### src/rtl/spi_slave_if.sv
// Bus bundle for spi_slave: transmit/receive handshake plus the raw SPI pins.
// The slave modport is the design's view; the master modport is the driving side.
interface spi_slave_if #(
   parameter int Tran_width = 32
);
   logic                  i_SPI_Send_Sync;
   logic [Tran_width-1:0] i_SPI_Send_Data;
   logic                  o_SPI_Send_Over_ack;
   logic                  o_SPI_Receive_Sync;
   logic [Tran_width-1:0] o_SPI_Receive_Data;
   logic                  o_SPI_Frame_Err;
   logic                  i_SPI_Clk;
   logic                  i_SPI_SS;
   logic                  i_SPI_MOSI;
   logic                  o_SPI_MISO;
   logic                  o_SPI_MISO_En;

   modport slave (
      input  i_SPI_Send_Sync, i_SPI_Send_Data, i_SPI_Clk, i_SPI_SS, i_SPI_MOSI,
      output o_SPI_Send_Over_ack, o_SPI_Receive_Sync, o_SPI_Receive_Data,
      output o_SPI_Frame_Err, o_SPI_MISO, o_SPI_MISO_En
   );

   modport master (
      output i_SPI_Send_Sync, i_SPI_Send_Data, i_SPI_Clk, i_SPI_SS, i_SPI_MOSI,
      input  o_SPI_Send_Over_ack, o_SPI_Receive_Sync, o_SPI_Receive_Data,
      input  o_SPI_Frame_Err, o_SPI_MISO, o_SPI_MISO_En
   );
endinterface

### src/rtl/spi_slave.sv
// Oversampled SPI slave: all SPI pins are synchronized into c_clk_100m and
// edges are detected there, so SCLK must stay at or below c_clk_100m/8.
module spi_slave #(
   parameter int IDLE_VALUE_for_Clk    = 0,
   parameter int IDLE_VALUE_for_MISO   = 0,
   parameter int DATA_VALID_at_FALLING = 0,
   parameter int Tran_width            = 32,
   parameter int DE_GLITCH_Enable      = 0
) (
   input  logic        c_clk_100m,
   input  logic        i_rst_n,
   spi_slave_if.slave  bus
);
   localparam int W  = Tran_width;
   localparam int CW = $clog2(W + 1);
   localparam logic            L_CLK_IDLE  = (IDLE_VALUE_for_Clk != 0);
   localparam logic            L_MISO_IDLE = (IDLE_VALUE_for_MISO != 0);
   localparam logic [2:0]      L_SYNC_RST  = {L_CLK_IDLE, 1'b1, 1'b0};
   localparam logic [CW-1:0]   L_CNT_ZERO  = CW'(0);
   localparam logic [CW-1:0]   L_CNT_ONE   = CW'(1);
   localparam logic [CW-1:0]   L_CNT_LAST  = CW'(W - 1);

   typedef enum logic [1:0] {
      ST_IDLE   = 2'd0,
      ST_ACTIVE = 2'd1,
      ST_DONE   = 2'd2
   } state_t;

   state_t          r_state;
   state_t          w_state_nxt;
   logic [2:0]      r_meta, r_sync, r_sync_d, r_flt;
   logic [2:0]      w_in;
   logic [2:0]      w_agree;
   logic [1:0]      r_prev;
   logic [2:0]      r_arm_cnt;
   logic            r_armed;
   logic            w_clk_rise, w_clk_fall, w_ss_rise, w_ss_fall;
   logic            w_sample, w_shift;
   logic            w_start, w_abort, w_last, w_do_sample, w_do_shift;
   logic [CW-1:0]   r_bit_cnt;
   logic [W-2:0]    r_tx_shift;
   logic [W-1:0]    r_rx_shift;
   logic [W-1:0]    r_tx_buf;
   logic            r_loaded, r_frame_loaded, r_fin;
   logic [W-1:0]    r_rx_data;
   logic            r_rx_sync, r_ack, r_frame_err, r_miso, r_miso_en;

   // Bit order in every pin vector is {SCLK, SS, MOSI}.
   assign w_agree = ~(r_sync ^ r_sync_d);
   assign w_in    = (DE_GLITCH_Enable != 0) ? r_flt : r_sync;

   // Pin synchronizers plus the two-sample stability filter.
   always_ff @(posedge c_clk_100m or negedge i_rst_n) begin
      if (!i_rst_n) begin
         r_meta   <= L_SYNC_RST;
         r_sync   <= L_SYNC_RST;
         r_sync_d <= L_SYNC_RST;
         r_flt    <= L_SYNC_RST;
         r_prev   <= L_SYNC_RST[2:1];
      end else begin
         r_meta   <= {bus.i_SPI_Clk, bus.i_SPI_SS, bus.i_SPI_MOSI};
         r_sync   <= r_meta;
         r_sync_d <= r_sync;
         r_flt    <= (r_flt & ~w_agree) | (r_sync & w_agree);
         r_prev   <= w_in[2:1];
      end
   end

   assign w_clk_rise = w_in[2] & ~r_prev[1];
   assign w_clk_fall = ~w_in[2] & r_prev[1];
   assign w_ss_rise  = w_in[1] & ~r_prev[0];
   assign w_ss_fall  = ~w_in[1] & r_prev[0];
   assign w_sample   = (DATA_VALID_at_FALLING != 0) ? w_clk_fall : w_clk_rise;
   assign w_shift    = (DATA_VALID_at_FALLING != 0) ? w_clk_rise : w_clk_fall;

   // Arms frame detection only once SS has been seen high with the pipeline
   // flushed, so a reset released mid-frame waits for a fresh SS fall.
   always_ff @(posedge c_clk_100m or negedge i_rst_n) begin
      if (!i_rst_n) begin
         r_arm_cnt <= 3'd0;
         r_armed   <= 1'b0;
      end else begin
         if (r_arm_cnt != 3'd7) begin
            r_arm_cnt <= r_arm_cnt + 3'd1;
         end
         if ((r_arm_cnt == 3'd7) && w_in[1]) begin
            r_armed <= 1'b1;
         end
      end
   end

   // FSM state register.
   always_ff @(posedge c_clk_100m or negedge i_rst_n) begin
      if (!i_rst_n) begin
         r_state <= ST_IDLE;
      end else begin
         r_state <= w_state_nxt;
      end
   end

   // Next state; an SS rise outranks a coincident sample edge.
   always_comb begin
      w_state_nxt = r_state;
      w_start     = 1'b0;
      w_abort     = 1'b0;
      w_last      = 1'b0;
      w_do_sample = 1'b0;
      w_do_shift  = 1'b0;
      case (r_state)
         ST_IDLE: begin
            if (w_ss_fall && r_armed) begin
               w_state_nxt = ST_ACTIVE;
               w_start     = 1'b1;
            end else begin
               w_state_nxt = ST_IDLE;
            end
         end
         ST_ACTIVE: begin
            if (w_ss_rise) begin
               w_state_nxt = ST_IDLE;
               w_abort     = 1'b1;
            end else if (w_sample) begin
               w_do_sample = 1'b1;
               if (r_bit_cnt == L_CNT_LAST) begin
                  w_state_nxt = ST_DONE;
                  w_last      = 1'b1;
               end else begin
                  w_state_nxt = ST_ACTIVE;
               end
            end else if (w_shift && (r_bit_cnt != L_CNT_ZERO)) begin
               w_do_shift  = 1'b1;
               w_state_nxt = ST_ACTIVE;
            end else begin
               w_state_nxt = ST_ACTIVE;
            end
         end
         ST_DONE: begin
            if (w_ss_rise) begin
               w_state_nxt = ST_IDLE;
            end else begin
               w_state_nxt = ST_DONE;
            end
         end
         default: begin
            w_state_nxt = ST_IDLE;
         end
      endcase
   end

   // Shift registers, TX buffer bookkeeping and registered outputs.
   always_ff @(posedge c_clk_100m or negedge i_rst_n) begin
      if (!i_rst_n) begin
         r_bit_cnt      <= L_CNT_ZERO;
         r_tx_shift     <= {(W-1){1'b0}};
         r_rx_shift     <= {W{1'b0}};
         r_tx_buf       <= {W{1'b0}};
         r_loaded       <= 1'b0;
         r_frame_loaded <= 1'b0;
         r_fin          <= 1'b0;
         r_rx_data      <= {W{1'b0}};
         r_rx_sync      <= 1'b0;
         r_ack          <= 1'b0;
         r_frame_err    <= 1'b0;
         r_miso         <= L_MISO_IDLE;
         r_miso_en      <= 1'b0;
      end else begin
         r_fin       <= w_last;
         r_rx_sync   <= r_fin;
         r_ack       <= r_fin & r_frame_loaded;
         r_frame_err <= w_abort;
         r_miso_en   <= r_armed & ~w_in[1];
         if (r_fin) begin
            r_rx_data <= r_rx_shift;
         end

         if (w_start) begin
            r_bit_cnt      <= L_CNT_ZERO;
            r_tx_shift     <= r_tx_buf[W-2:0];
            r_miso         <= r_tx_buf[W-1];
            r_frame_loaded <= r_loaded;
         end else if (w_do_sample) begin
            r_rx_shift <= {r_rx_shift[W-2:0], w_in[0]};
            r_bit_cnt  <= r_bit_cnt + L_CNT_ONE;
            if (w_last) begin
               r_miso <= L_MISO_IDLE;
            end
         end else if (w_do_shift) begin
            r_miso     <= r_tx_shift[W-2];
            r_tx_shift <= {r_tx_shift[W-3:0], 1'b0};
         end else if (r_state != ST_ACTIVE) begin
            r_miso <= L_MISO_IDLE;
         end

         // A fresh load always wins; an aborted frame hands its word back.
         if (bus.i_SPI_Send_Sync) begin
            r_tx_buf <= bus.i_SPI_Send_Data;
            r_loaded <= 1'b1;
         end else if (w_start) begin
            r_loaded <= 1'b0;
         end else if (w_abort) begin
            r_loaded <= r_loaded | r_frame_loaded;
         end else if (r_fin && !r_loaded) begin
            r_tx_buf <= {W{1'b0}};
         end
      end
   end

   assign bus.o_SPI_Send_Over_ack = r_ack;
   assign bus.o_SPI_Receive_Sync  = r_rx_sync;
   assign bus.o_SPI_Receive_Data  = r_rx_data;
   assign bus.o_SPI_Frame_Err     = r_frame_err;
   assign bus.o_SPI_MISO          = r_miso;
   assign bus.o_SPI_MISO_En       = r_miso_en;
endmodule

### src/flat_wrapper.sv
// flat-port wrapper written by rule: the top's interface ports become plain ports
module spi_slave_flat 
#(
   parameter int IDLE_VALUE_for_Clk    = 0,
   parameter int IDLE_VALUE_for_MISO   = 0,
   parameter int DATA_VALID_at_FALLING = 0,
   parameter int Tran_width            = 32,
   parameter int DE_GLITCH_Enable      = 0
)
  (c_clk_100m, i_rst_n, bus_i_SPI_Send_Sync, bus_i_SPI_Send_Data, bus_i_SPI_Clk, bus_i_SPI_SS, bus_i_SPI_MOSI, bus_o_SPI_Send_Over_ack, bus_o_SPI_Receive_Sync, bus_o_SPI_Receive_Data, bus_o_SPI_Frame_Err, bus_o_SPI_MISO, bus_o_SPI_MISO_En);
  spi_slave_if #(.Tran_width(Tran_width)) bus_i ();
  input  logic c_clk_100m;
  input  logic i_rst_n;
  input wire logic [$bits(bus_i.i_SPI_Send_Sync)-1:0] bus_i_SPI_Send_Sync;
  input wire logic [$bits(bus_i.i_SPI_Send_Data)-1:0] bus_i_SPI_Send_Data;
  input wire logic [$bits(bus_i.i_SPI_Clk)-1:0] bus_i_SPI_Clk;
  input wire logic [$bits(bus_i.i_SPI_SS)-1:0] bus_i_SPI_SS;
  input wire logic [$bits(bus_i.i_SPI_MOSI)-1:0] bus_i_SPI_MOSI;
  output wire logic [$bits(bus_i.o_SPI_Send_Over_ack)-1:0] bus_o_SPI_Send_Over_ack;
  output wire logic [$bits(bus_i.o_SPI_Receive_Sync)-1:0] bus_o_SPI_Receive_Sync;
  output wire logic [$bits(bus_i.o_SPI_Receive_Data)-1:0] bus_o_SPI_Receive_Data;
  output wire logic [$bits(bus_i.o_SPI_Frame_Err)-1:0] bus_o_SPI_Frame_Err;
  output wire logic [$bits(bus_i.o_SPI_MISO)-1:0] bus_o_SPI_MISO;
  output wire logic [$bits(bus_i.o_SPI_MISO_En)-1:0] bus_o_SPI_MISO_En;
  assign bus_i.i_SPI_Send_Sync = bus_i_SPI_Send_Sync;
  assign bus_i.i_SPI_Send_Data = bus_i_SPI_Send_Data;
  assign bus_i.i_SPI_Clk = bus_i_SPI_Clk;
  assign bus_i.i_SPI_SS = bus_i_SPI_SS;
  assign bus_i.i_SPI_MOSI = bus_i_SPI_MOSI;
  assign bus_o_SPI_Send_Over_ack = bus_i.o_SPI_Send_Over_ack;
  assign bus_o_SPI_Receive_Sync = bus_i.o_SPI_Receive_Sync;
  assign bus_o_SPI_Receive_Data = bus_i.o_SPI_Receive_Data;
  assign bus_o_SPI_Frame_Err = bus_i.o_SPI_Frame_Err;
  assign bus_o_SPI_MISO = bus_i.o_SPI_MISO;
  assign bus_o_SPI_MISO_En = bus_i.o_SPI_MISO_En;
  spi_slave #(.IDLE_VALUE_for_Clk(IDLE_VALUE_for_Clk), .IDLE_VALUE_for_MISO(IDLE_VALUE_for_MISO), .DATA_VALID_at_FALLING(DATA_VALID_at_FALLING), .Tran_width(Tran_width), .DE_GLITCH_Enable(DE_GLITCH_Enable)) u_core (.c_clk_100m(c_clk_100m), .i_rst_n(i_rst_n), .bus(bus_i));
endmodule
### config.mk
export PLATFORM = sky130hd
export DESIGN_NAME = spi_slave_flat
export DESIGN_NICKNAME = d
export VERILOG_FILES = /design/src/rtl/spi_slave_if.sv /design/src/rtl/spi_slave.sv /design/src/flat_wrapper.sv
export SDC_FILE = /design/constraint.sdc
export NUM_CORES = 1
export LEC_CHECK = 0
export ABC_AREA = 1
export BUFFER_PORTS_ARGS = -buffer_cell sky130_fd_sc_hd__buf_2
export CORE_ASPECT_RATIO = 0.8
export CORE_MARGIN = 4
export CORE_UTILIZATION = 62
export CTS_CLUSTER_SIZE = 8
export DETAILED_ROUTE_END_ITERATION = 10
export PLACE_DENSITY = 0.83
export SETUP_SLACK_MARGIN = 0.5
export SYNTH_ARGS = -nofsm -noshare
export SYNTH_HDL_FRONTEND = slang
export SYNTH_SLANG_ARGS = --single-unit
### constraint.sdc
create_clock -name c_clk_100m -period 2.4 [get_ports c_clk_100m]
set_clock_uncertainty 0.1 [all_clocks]
set_input_delay 0.48 -clock c_clk_100m [delete_from_list [all_inputs] [get_ports c_clk_100m]]
set_output_delay 0.48 -clock c_clk_100m [all_outputs]
set_load 0.01 [all_outputs]
==> flow_metrics.py <==
metrics = {
    "sta": {
        "slew_headroom": 0.621,
        "finalWorstSetupSlack_ns": 0.605,
        "slew_violations": 0,
        "final.min_clock_period_ns": 1.80,
        "worstMarginPinSlew_ns": 0.569,
        "period_share": 0.748,
        "finalHoldViolations": 0,
        "rsz0062_at_grt": "no",
        "clock.fmax_mhz": 557,
        "setup_tns_ns": 0,
        "finalSetupViolations": 0,
    },
    "logic_synthesis": {
        "synth_edf_count": 0,
        "synth.ff_latch_count": 155,
        "avgSynthCellArea_sq_um": 8.75,
        "synth_ff_type": "dfrtp_1",
        "synth_top_area_cell": "dfrtp_1",
        "synth_most_common_cell": "nand2_1",
        "synth_nets": 766,
        "ys_seq_area_frac": 0.613,
        "synth_cell_types": 27,
        "netlist_instances": 724,
        "async_flop_share": 1.00,
        "synth_top_cells_by_count": "nand2_1 (315), dfrtp_1 (152), o21ai_1 (62), inv_1 (55), nand3_1 (36)",
        "yosys_warnings": 0,
        "synth_top_area_frac": 0.600,
        "synth_area_leaders": "dfrtp_1 (60%), nand2_1 (19%), o21ai_1 (4.9%)",
        "syn_area_sq_mm": 0.00634,
    },
    "clock_network": {
        "root_buffer": "clkbuf_16",
        "h-tree-depth": 4,
        "post-cts-setup-buffer-count": 0,
        "cts_tree": "yes",
        "numCtsBuffers": 17,
        "cts.sinks": 155,
        "clk_latency_ns": 0.42,
        "clk_pin_slew_ns": 0.06,
        "cts_buffer_depth": 2,
    },
    "placement": {
        "place_hpwl_mm": 8.10,
        "dpl.cell_count": 909,
        "pre_cts_ws_ns": 0.570,
        "place_congestion": 0.789,
        "io_buffers": 74,
    },
    "setup_path": {
        "crit_path_start_kind": "flop",
        "max_stage_delay_ns": 0.58,
        "slowest_stage": "dfstp_2",
        "worstPathMaxFanout": 37,
        "crit_family": "flip-flops",
        "end_kind": "flop",
        "crit_type": "flop to flop",
        "crit_required_ns": 2.61,
        "crit_path_cell_trace": "nor2_2 > nand3_4 > buf_4 > nand2_1 > o21ai_0",
        "crit_arrival_ns": 2.00,
        "cp.buffers_inverters": 1,
    },
    "layout": {
        "syn2layout_area_growth_pct": 17.7,
        "diodes": 0,
        "fin_nets": 835,
        "final_cells": 941,
        "layout-drive-gt1-share": 0.163,
    },
    "worst_hold_path": {
        "holdCritPathClass": "primary input to flop",
    },
    "drt": {
        "viasPerCell": 5.27,
        "wl_per_cell_um": 14.1,
        "routed-via-count": 4955,
        "drt_iter0_drc": 531,
        "drc": 0,
        "finalWirelength_mm": 13.3,
        "ant_nets": 0,
        "first_pass_iters": 5,
    },
    "power_and_ir_drop": {
        "power_density_mw_per_mm2": 928,
        "power_leakage_nw": 4.08,
        "vdd_drop_max_uv": 542,
    },
    "grt": {
        "grt_first_pass_wirelength_mm": 23.1,
        "grt.overflow.total": 0,
        "grt_usage": 0.242,
        "antenna_found_initial": 0,
        "grt_max_degree": 62,
        "grt_pass1_vias": 4946,
    },
    "outcome": {
        "status": "completed",
    },
    "floorplanning": {
        "core_area_sq_mm": 0.00981,
        "ios": 75,
        "initial_utilization": 0.646,
        "die_area_sq_mm": 0.0119,
        "die_x_um": 121,
        "rows": 32,
        "die_h_um": 98.4,
    },
    "job": {
        "cap_violations": 0,
    },
}
## cell usage in the layout, fill, tap and decap left out, types with 4 or more instances in the layout
master / instances
dfrtp_1: 152
ha_1: 4
inv_2: 4
o21ai_1: 62
inv_1: 55
bufinv_16: 4
nand3_1: 36
nor2_1: 14
o21ai_0: 23
nand2_1: 315
buf_4: 8
clkinv_2: 4
buf_2: 73
clkbuf_16: 17
## path summary, 6_finish.rpt
path / startpoint / endpoint / slack [ns] / cells after the start
worst max-delay path: u_core.r_sync[1] / u_core.r_bit_cnt[3] / 0.60 / 5
worst max register to register: u_core.r_sync[1] / u_core.r_bit_cnt[3] / 0.60 / 5
max in group asynchronous: i_rst_n / u_core.r_tx_shift[14] / 1.02 / 3
worst min-delay path: bus_i_SPI_SS / u_core.r_meta[1] / 0.07 / 1
min in group asynchronous: i_rst_n / u_core.bus.o_SPI_Receive_Data[9] / 0.51 / 2
worst min register to register: u_core.r_meta[0] / u_core.r_sync[0] / 0.25 / 0
## power breakdown
part	total, mW	switching [mW]	leakage (nW)	internal (mW)
combinational	0.913	0.558	1.74	0.355
sequential	3.20	0.213	2.03	2.99
clock	2.80	0.994	0.307	1.81
total	6.92	1.76	4.08	5.15
## sequential cells by signal, summed over array words and instances (netlist names)
signal and count:
u_core.r_loaded 1, u_core.r_arm_cnt 3, u_core.r_fin 1, u_core.bus.o_SPI_Receive_Data 32
u_core.r_prev 2, u_core.r_rx_shift 32, u_core.r_state 2, u_core.r_meta 3
u_core.r_armed 1, u_core.r_tx_shift 31, u_core.bus.o_SPI_MISO_En 1, u_core.bus.o_SPI_Frame_Err 1
u_core.r_bit_cnt 6, u_core.bus.o_SPI_Send_Over_ack 1, u_core.bus.o_SPI_MISO 1, u_core.r_frame_loaded 1
u_core.r_sync 3, u_core.bus.o_SPI_Receive_Sync 1, u_core.r_tx_buf 32
## kinds of logic (layout without fill, tap and decap cells)
group                    after synthesis  in the layout  synth area share
AND/OR/NAND/NOR                      376            376             0.236
flip-flops                           155            155             0.613
buffers and inverters                 97            178            0.0667
AO/OA/AOI/OAI                         88             88            0.0703
adder cells (fa/ha/maj)                4              4           0.00790
XOR/XNOR                               2              2           0.00276
multiplexers                           2              2           0.00355
## routing by layer
| metal | share of wire | wire length [um] | global-route usage |
|---|---|---|---|
| met1 | 0.43 | 5740 | 0.325 |
| met4 | 0.017 | 228 | 0.0836 |
| met5 | 0 | 0 | 0 |
| met2 | 0.50 | 6590 | 0.387 |
| met3 | 0.055 | 729 | 0.0637 |
## stage by stage
stage	hold slack (ns)	instance area, sq um	total power, mW	utilization
after global routing	0.0504	7460	7.28	0.760
after floorplan	0.0844	6340	3.84	-
after global placement	0.234	6810	4.03	0.694
after CTS	0.0553	7440	6.94	0.758
after detailed placement	0.241	6810	4.12	0.694
final	0.0654	7460	6.92	0.760
## cell type report
cell class                 count  area, sq um
timing repair buffer          87          509
tap                          136          170
fill                         642         2350
sequential                   155         3880
inverter                      60          228
clock buffer                  23          478
clock inverter                 8          140
multi-input combinational    472         2050
## repair_timing
action | CTS | global route
hold buffers | 1 | 0
resized for setup | 0 | 6
endpoints found under the hold margin | 57 | 0
endpoints found under the setup margin | 0 | 64
No activity file was read; power rests on OpenSTA's default activity.
